$ cat config.mk
export PLATFORM = sky130hd
export DESIGN_NAME = pc_branch_sequencer
export DESIGN_NICKNAME = d
export VERILOG_FILES = /design/src/rtl/cpu_pkg.sv /design/src/rtl/branch_target_calc.sv /design/src/rtl/pc_branch_sequencer.sv
export SDC_FILE = /design/constraint.sdc
export NUM_CORES = 1
export LEC_CHECK = 0
export CAP_MARGIN = 30
export CORE_MARGIN = 2
export CORE_UTILIZATION = 30
export DETAILED_ROUTE_END_ITERATION = 10
export GPL_TIMING_DRIVEN = 0
export SYNTH_ARGS = -nofsm -noshare
export SYNTH_HDL_FRONTEND = slang
export SYNTH_SLANG_ARGS = --single-unit
$ cat constraint.sdc
create_clock -name clk -period 7.5 [get_ports clk]
set_clock_uncertainty 0.1 [all_clocks]
set_input_delay 1.125 -clock clk [delete_from_list [all_inputs] [get_ports clk]]
set_output_delay 1.125 -clock clk [all_outputs]
set_load 0.02 [all_outputs]
$ cat src/rtl/cpu_pkg.sv
// Shared constants for the MIPS core front end: branch kinds, reset PC and sequencer state codes.
package cpu_pkg;

   localparam int unsigned XLEN = 32;
   localparam int unsigned BR_W = 3;
   localparam int unsigned ST_W = 2;

   localparam logic [BR_W-1:0] BR_NONE = 3'd0;
   localparam logic [BR_W-1:0] BR_BEQ  = 3'd1;
   localparam logic [BR_W-1:0] BR_BNE  = 3'd2;
   localparam logic [BR_W-1:0] BR_J    = 3'd3;
   localparam logic [BR_W-1:0] BR_JAL  = 3'd4;
   localparam logic [BR_W-1:0] BR_JR   = 3'd5;

   localparam logic [XLEN-1:0] RESET_PC_DEF = 32'h0040_0000;

   localparam logic [ST_W-1:0] ST_FETCH  = 2'd0;
   localparam logic [ST_W-1:0] ST_DECODE = 2'd1;
   localparam logic [ST_W-1:0] ST_EXEC   = 2'd2;
   localparam logic [ST_W-1:0] ST_UPDATE = 2'd3;

   // Word offset {imm16,2'b00} widened to a full address.
   function automatic logic [XLEN-1:0] sext18(input logic [17:0] v);
      return {{(XLEN-18){v[17]}}, v};
   endfunction

endpackage

$ cat src/rtl/branch_target_calc.sv
// Combinational next-PC resolution for beq/bne/j/jal/jr; anything else falls through to pc+4.
module branch_target_calc
   import cpu_pkg::*;
(
   input  logic [XLEN-1:0] pc,
   input  logic [25:0]     instr,
   input  logic [BR_W-1:0] br_kind,
   input  logic [XLEN-1:0] rs_val,
   input  logic [XLEN-1:0] rt_val,
   output logic [XLEN-1:0] next_pc,
   output logic            misalign
);

   logic [XLEN-1:0] seq;
   logic [XLEN-1:0] btgt;
   logic [XLEN-1:0] jtgt;

   always_comb begin
      seq      = pc + 32'd4;
      btgt     = seq + sext18({instr[15:0], 2'b00});
      jtgt     = {seq[31:28], instr[25:0], 2'b00};
      next_pc  = seq;
      misalign = 1'b0;
      case (br_kind)
         BR_BEQ:  if (rs_val == rt_val) next_pc = btgt;
         BR_BNE:  if (rs_val != rt_val) next_pc = btgt;
         BR_J,
         BR_JAL:  next_pc = jtgt;
         BR_JR: begin
            next_pc  = {rs_val[31:2], 2'b00};
            misalign = |rs_val[1:0];
         end
         default: next_pc = seq;
      endcase
   end

endmodule

$ cat src/rtl/pc_branch_sequencer.sv
// Multi-cycle PC sequencer: fetch over req/ack, hand the instruction to decode, wait for execute,
// then commit the resolved next PC (with jal link and jr alignment reporting).
module pc_branch_sequencer
   import cpu_pkg::*;
#(
   parameter logic [31:0] RESET_PC = RESET_PC_DEF
) (
   input  logic            clk,
   input  logic            rst,
   output logic            imem_req,
   output logic [XLEN-1:0] imem_addr,
   input  logic            imem_ack,
   input  logic [XLEN-1:0] imem_rdata,
   output logic [XLEN-1:0] instr,
   output logic            instr_valid,
   input  logic            ex_done,
   input  logic [BR_W-1:0] br_kind,
   input  logic [XLEN-1:0] rs_val,
   input  logic [XLEN-1:0] rt_val,
   input  logic            stall,
   output logic [XLEN-1:0] pc,
   output logic            link_we,
   output logic [XLEN-1:0] link_data,
   output logic            addr_err
);

   logic [ST_W-1:0] state_q, state_d;
   logic [XLEN-1:0] pc_q, pc_d;
   logic [XLEN-1:0] instr_q, instr_d;
   logic [BR_W-1:0] br_q, br_d;
   logic [XLEN-1:0] rs_q, rs_d;
   logic [XLEN-1:0] rt_q, rt_d;
   logic            req_q, req_d;
   logic            iv_q, iv_d;
   logic            link_we_q, link_we_d;
   logic [XLEN-1:0] link_data_q, link_data_d;
   logic            addr_err_q, addr_err_d;

   logic [XLEN-1:0] next_pc;
   logic            misalign;

   branch_target_calc u_btc (
      .pc       (pc_q),
      .instr    (instr_q[25:0]),
      .br_kind  (br_q),
      .rs_val   (rs_q),
      .rt_val   (rt_q),
      .next_pc  (next_pc),
      .misalign (misalign)
   );

   always_ff @(posedge clk or posedge rst) begin
      if (rst) begin
         state_q     <= ST_FETCH;
         pc_q        <= RESET_PC;
         instr_q     <= '0;
         br_q        <= BR_NONE;
         rs_q        <= '0;
         rt_q        <= '0;
         req_q       <= 1'b0;
         iv_q        <= 1'b0;
         link_we_q   <= 1'b0;
         link_data_q <= '0;
         addr_err_q  <= 1'b0;
      end else begin
         state_q     <= state_d;
         pc_q        <= pc_d;
         instr_q     <= instr_d;
         br_q        <= br_d;
         rs_q        <= rs_d;
         rt_q        <= rt_d;
         req_q       <= req_d;
         iv_q        <= iv_d;
         link_we_q   <= link_we_d;
         link_data_q <= link_data_d;
         addr_err_q  <= addr_err_d;
      end
   end

   always_comb begin
      state_d     = state_q;
      pc_d        = pc_q;
      instr_d     = instr_q;
      br_d        = br_q;
      rs_d        = rs_q;
      rt_d        = rt_q;
      link_we_d   = 1'b0;
      link_data_d = link_data_q;
      addr_err_d  = 1'b0;

      case (state_q)
         // An ack only counts once the request is actually on the bus.
         ST_FETCH: begin
            if (req_q && imem_ack) begin
               instr_d = imem_rdata;
               state_d = ST_DECODE;
            end
         end
         ST_DECODE: state_d = ST_EXEC;
         ST_EXEC: begin
            if (ex_done) begin
               br_d    = br_kind;
               rs_d    = rs_val;
               rt_d    = rt_val;
               state_d = ST_UPDATE;
            end
         end
         ST_UPDATE: begin
            if (!stall) begin
               pc_d       = next_pc;
               addr_err_d = misalign;
               if (br_q == BR_JAL) begin
                  link_we_d   = 1'b1;
                  link_data_d = pc_q + 32'd4;
               end
               state_d = ST_FETCH;
            end
         end
         default: state_d = ST_FETCH;
      endcase

      // Registered strobes track the state being entered.
      req_d = (state_d == ST_FETCH);
      iv_d  = (state_d == ST_DECODE);
   end

   assign imem_req    = req_q;
   assign imem_addr   = pc_q;
   assign instr       = instr_q;
   assign instr_valid = iv_q;
   assign pc          = pc_q;
   assign link_we     = link_we_q;
   assign link_data   = link_data_q;
   assign addr_err    = addr_err_q;

endmodule

== Word level (Yosys, flattened, before mapping) ==
Index checks and enable logic that the tools add are counted.
Widths: inputs -> output; s select.

* Bitwise gates (word level): 1
* Reductions and logical operators: 9
* Multiplexer cells: 13
* Add/sub/neg operators: 2
* Equal/unequal tests: 11

{| class="wikitable"
|+ Operator list
! kind !! count
|-
| $pmux 32 s4 || 1
|-
| $mux 32 || 2
|-
| $add 32x3->32 const B || 1
|-
| $add 32x32->32 || 1
|-
| $eq 32x32->1 || 1
|-
| $ne 32x32->1 || 1
|-
| $pmux 2 s4 || 1
|-
| $eq 3x2->1 const B || 2
|-
| $eq 3x3->1 const B || 2
|-
| $mux 1 || 6
|-
| $mux 2 || 3
|-
| $reduce_and 2->1 || 3
|-
| $eq 2x1->1 const B || 2
|-
| $eq 2x2->1 const B || 2
|-
| $logic_not 2->1 || 2
|-
| $reduce_or 2->1 || 2
|-
| $eq 3x1->1 const B || 1
|-
| $reduce_and 3->1 || 1
|-
| $logic_and 1x1->1 || 1
|-
| $not 1->1 || 1
|}

* Logic and storage cells: 47
* Output and inout port bits: 132
* Register bits: 169

== Logic depth before layout (Yosys ltp) ==
* Depth in word-level cells: 4
* Depth in mapped cells: 19
* Depth with buffers taken out: 17

== Cells and area by module ==
Synthesis repeated with hierarchy kept, for this count alone.

* Cell total of the unflattened synthesis: 1,006
* Area total of the unflattened synthesis: 10,393.7 µm²

{| class="wikitable"
|+ Modules (own cells, without submodules)
! module !! area an instance (µm²) !! cells each !! times used
|-
| pc_branch_sequencer || 6,959.2 || 511 || 1
|-
| branch_target_calc || 3,434.5 || 495 || 1
|}

== Least setup slack after synthesis ==
No wires, ideal clock.

* Kind: reg-to-reg
* Start: reg pc_q[2], in the netlist imem_addr[2]
* End: reg pc_q[31], in the netlist imem_addr[31]
* Setup slack: 3,488 ps
* Data arrival time: 3,843 ps
* Library setup time: 69 ps
* Cell stages (with the launch flop): 19
* Required time: 7,331 ps
* Buffers on the path: 1
* Period minus slack after synthesis: 4,012 ps
* Path through: dfrtp_1 -> ha_1 -> nand2_1 -> nor2_1 -> and2_1 -> clkbuf_1 -> nand2_1 -> nor2_1 -> xor2_1 -> ha_1 -> a211oi_1 -> o21bai_1 -> a31oi_1 -> o21ai_0 -> o31ai_1 -> o21ai_0 -> xnor2_1 -> or4_1 -> nand3_1

* Longest elaborated chain between the ends: 4

{| class="wikitable"
|+ Ends and longest elaborated chain
! item !! RTL line !! source
|-
| start, declared || pc_branch_sequencer.sv:28 || <nowiki>logic [XLEN-1:0] pc_q, pc_d;</nowiki>
|-
| start signal, assigned || pc_branch_sequencer.sv:67 || <nowiki>pc_q <= pc_d;</nowiki>
|-
| $add 32x3->32 (*) || branch_target_calc.sv:19 || <nowiki>seq = pc + 32'd4;</nowiki>
|-
| net u_btc.seq[16] || branch_target_calc.sv:14 || <nowiki>logic [XLEN-1:0] seq;</nowiki>
|-
| $add 32x32->32 (*) || branch_target_calc.sv:20 || <nowiki>btgt = seq + sext18({instr[15:0], 2'b00});</nowiki>
|-
| $mux 32 (on tied branches) || branch_target_calc.sv:26, branch_target_calc.sv:25 ||
|-
| $pmux 32 s4 (*) || branch_target_calc.sv:24 || <nowiki>case (br_kind)</nowiki>
|}

Mark *: on every way through the listed nets, which the timed path passes. The rest lies on a longest branch.
A chain may end at the register's enable or synchronous reset.

== Final worst setup path ==
Same ends and word-level chain as after synthesis.

==> run metrics <==
yosys warns=0; Initial Util=about 31%; Yosys top cell area share=around 43%; clock network fraction of design power=a little over an eighth; die span in x=between 150 and 200 microns; core area=around 0.032 sq mm; Final Cycle Share=68.61%; ranking of synthesized cells by area=dfrtp_1 (43%), mux2_2 (13%), xor2_1 (5.2%), ha_1 (4.5%), a21oi_1 (3.1%); Final Hold Violating Endpoints=0; r2r setup slk=around 2400 ps; CTS root buf=clkbuf_16; routed wire length=32,510 microns; reg2reg start=imem_addr[2]; clk slew on worst S/H paths=70 ps; routed vias/inst=about 5.1; Port Buffers=between 200 and 250; CP startpoint=imem_addr[2]; Routed Antenna Nets=0; Sw Pwr=~0.0031 W; Die H=between 150 and 200 microns; Sw Share=between 40% and 50%; CP endpoint kind=flip-flop; number of global-route vias before repair=a little over 8,000; Synth area leader=dfrtp_1; CP max FO=6; Post-route DRC=0; # Post-CTS Setup Buffers=0; Max-slew headroom=around a third; GRT Util Overall=between 10% and 20%; worst-margin pin slew=approximately 1000 ps; Comb pwr share=between 50 and 60%; # hold bufs at CTS=0; register area share after synthesis=between 40% and 50%; initial antenna violation count=0; Synth Cell Area=~0.0096 sq mm; synthesized flop and latch total=approximately 170; clk_lat worst skew=around 450 ps; worst vdd ir=between 100 and 150 uV; Highest Clock Rate=0.1943 GHz; pin count of the biggest net entering global routing=109; buffer levels on the longest clock path=2; max cap viols=0; H-tree levels=4; I/O Pins=between 200 and 250; FF-to-FF End=imem_addr[31]; CTS tree=done; CTS Sinks=between 150 and 200; most common flop cell mapped by yosys=dfrtp_1; Routed WL per cell=slightly above 20 microns; FFs w/ async S/R, synth=between 90% and 100%; n_diodes=0; Reg2Reg Depth=18; Final min period=roughly 5100 ps; Synth Instances=just over 900; DP Cell Count=1,572; Final Max Slew Viols=0; status=finished clean; synthesis-to-layout area growth=35.77%; Initial DRT Pass Iterations=5; Detailed Place HPWL=between 20,000 and 30,000 microns; vias=about 8,200; unrepaired setup endpoints after global routing=no; Cell Count, Final, Fillers Out=between 1,500 and 2,000; Startpoint Class=flip-flop; Setup-failing EPs final=0; Critical Path RT=roughly 7800 ps; Post-CTS Resized=0; Synth Area per Inst=about 10 sq um; Setup crit end=imem_addr[31]; Final Net Count=1,329; sequential power share=between 20% and 30%; internal power consumption=0.003630 W; crit path kind=reg2reg; Post-synth top cells=dfrtp_1 (164), mux2_2 (113), nand2_1 (64); Synth cell types=66; top-count cell post-synth=dfrtp_1; gpl congestion=approximately 0.88; die footprint=between 0.03 and 0.04 sq mm; Lkg Pwr=5.496 nW; TritonCTS Buffers=17; crit path DAT=approximately 5400 ps; Hold Crit Class=reg2reg; Detailed Route Iter0 Violations=around 670; GRT overflow=0; Cell Rows=65; Post-synth EDFFs=0; layout cells sized above 1=~17%; total power=0.006770 W; first-pass GRT wire length=a little under 50,000 microns; pwr dens=around 520 mW/mm^2
kinds of logic (layout without fill, tap and decap cells):
group	Yosys count	in the layout	share of synthesized area (%)
AO/OA/AOI/OAI	213	213	14.49
XOR/XNOR	83	83	7.623
adder cells (fa/ha/maj)	36	36	4.753
buffers and inverters	105	368	5.584
flip-flops	165	165	42.87
multiplexers	118	118	13.73
other	1	6	0.03892
AND/OR/NAND/NOR	213	213	10.91
worst max-delay path, cell delays in order (launching register included):
cell and delay [ps]:
dfrtp_1 510, ha_1 290, nand2_1 110, nor2_1 320, and2_1 180, clkbuf_1 360
nand2_1 140, nor2_1 140, xor2_1 340, ha_1 350, a211oi_1 240, o21bai_1 130
a31oi_1 270, o21ai_0 230, o31ai_1 480, o21ai_0 200, xnor2_1 180, or4_1 410
nand3_1 100
stage by stage:
| step | util [%] | setup TNS, ps | area [sq um] | hold WS (ps) | setup slack (ps) |
|---|---|---|---|---|---|
| global placement | 39.45 | -134620 | 12450 | 363.0 | -839.7 |
| global route | 41.45 | 0 | 13080 | 415.2 | 1969 |
| finish | 41.45 | 0 | 13080 | 378.0 | 2354 |
| CTS | 41.45 | 0 | 13080 | 383.0 | 2414 |
| detailed placement | 39.60 | 0 | 12490 | 364.9 | 2481 |
| floorplan | - | 0 | 9653 | 399.9 | 1815 |
final cells by class:
class,instances,area (sq um)
plain buffers,78,436.7
fillers,3059,18480
flip-flops and latches,165,4130
clock inverters,15,160.2
multi-input cells,669,4985
repair buffers,231,2331
clock buffers,17,425.4
inverters,27,108.9
well taps,402,503.0
registers in the layout, summed over array words and instances (netlist names):
signal	cells
addr_err	1
br_q	3
imem_addr	30
imem_req	1
instr	32
instr_valid	1
link_data	30
link_we	1
rs_q	32
rt_q	32
state_q	2
cells in the final DEF, fill, tap and decap left out, types with 10 or more instances in the layout:
cell	netlist	final
a221oi_1	19	19
mux2_2	113	113
a21oi_1	60	60
nand2_1	64	64
a21o_1	11	11
clkbuf_1	30	30
xnor2_1	25	25
xor2_1	57	57
clkdlybuf4s50_1	0	229
dfrtp_1	164	164
nand3_1	22	22
clkbuf_16	0	17
buf_4	38	38
nor2_1	54	54
ha_1	35	35
o21ai_0	50	50
nand4_1	10	10
inv_1	24	23
power by group through the flow:
| stage | clock network, W | registers (W) | logic [W] |
|---|---|---|---|
| floorplan | 0 | 0.00197 | 0.00236 |
| finish | 0.000881 | 0.00186 | 0.00403 |
| global placement | 0 | 0.00186 | 0.00394 |
| CTS | 0.000902 | 0.00186 | 0.00402 |
| global route | 0.000939 | 0.00192 | 0.00436 |
| detailed placement | 0 | 0.00187 | 0.00400 |
worst min-delay path by stage:
stage / slack (ps) / depth (start not counted) / end / startpoint
4_1_cts: 380 / 2 / link_data[13] / link_data[13]
5_1_grt: 420 / 2 / link_data[14] / link_data[14]
2_1_floorplan: 400 / 1 / rt_q[0] / rt_q[0]
6_report: 380 / 2 / link_data[12] / link_data[12]
3_3_place_gp: 360 / 2 / link_data[2] / link_data[2]
3_5_place_dp: 360 / 2 / link_data[13] / link_data[13]
layer usage:
layer	share of wire [%]	track usage, %	up-vias
li1	-	-	3853
met1	47	27.09	4019
met2	46	30.70	289
met3	5.6	3.892	34
met4	1.7	5.152	0
met5	0	0	-
(Power assumes the default switching activity.)
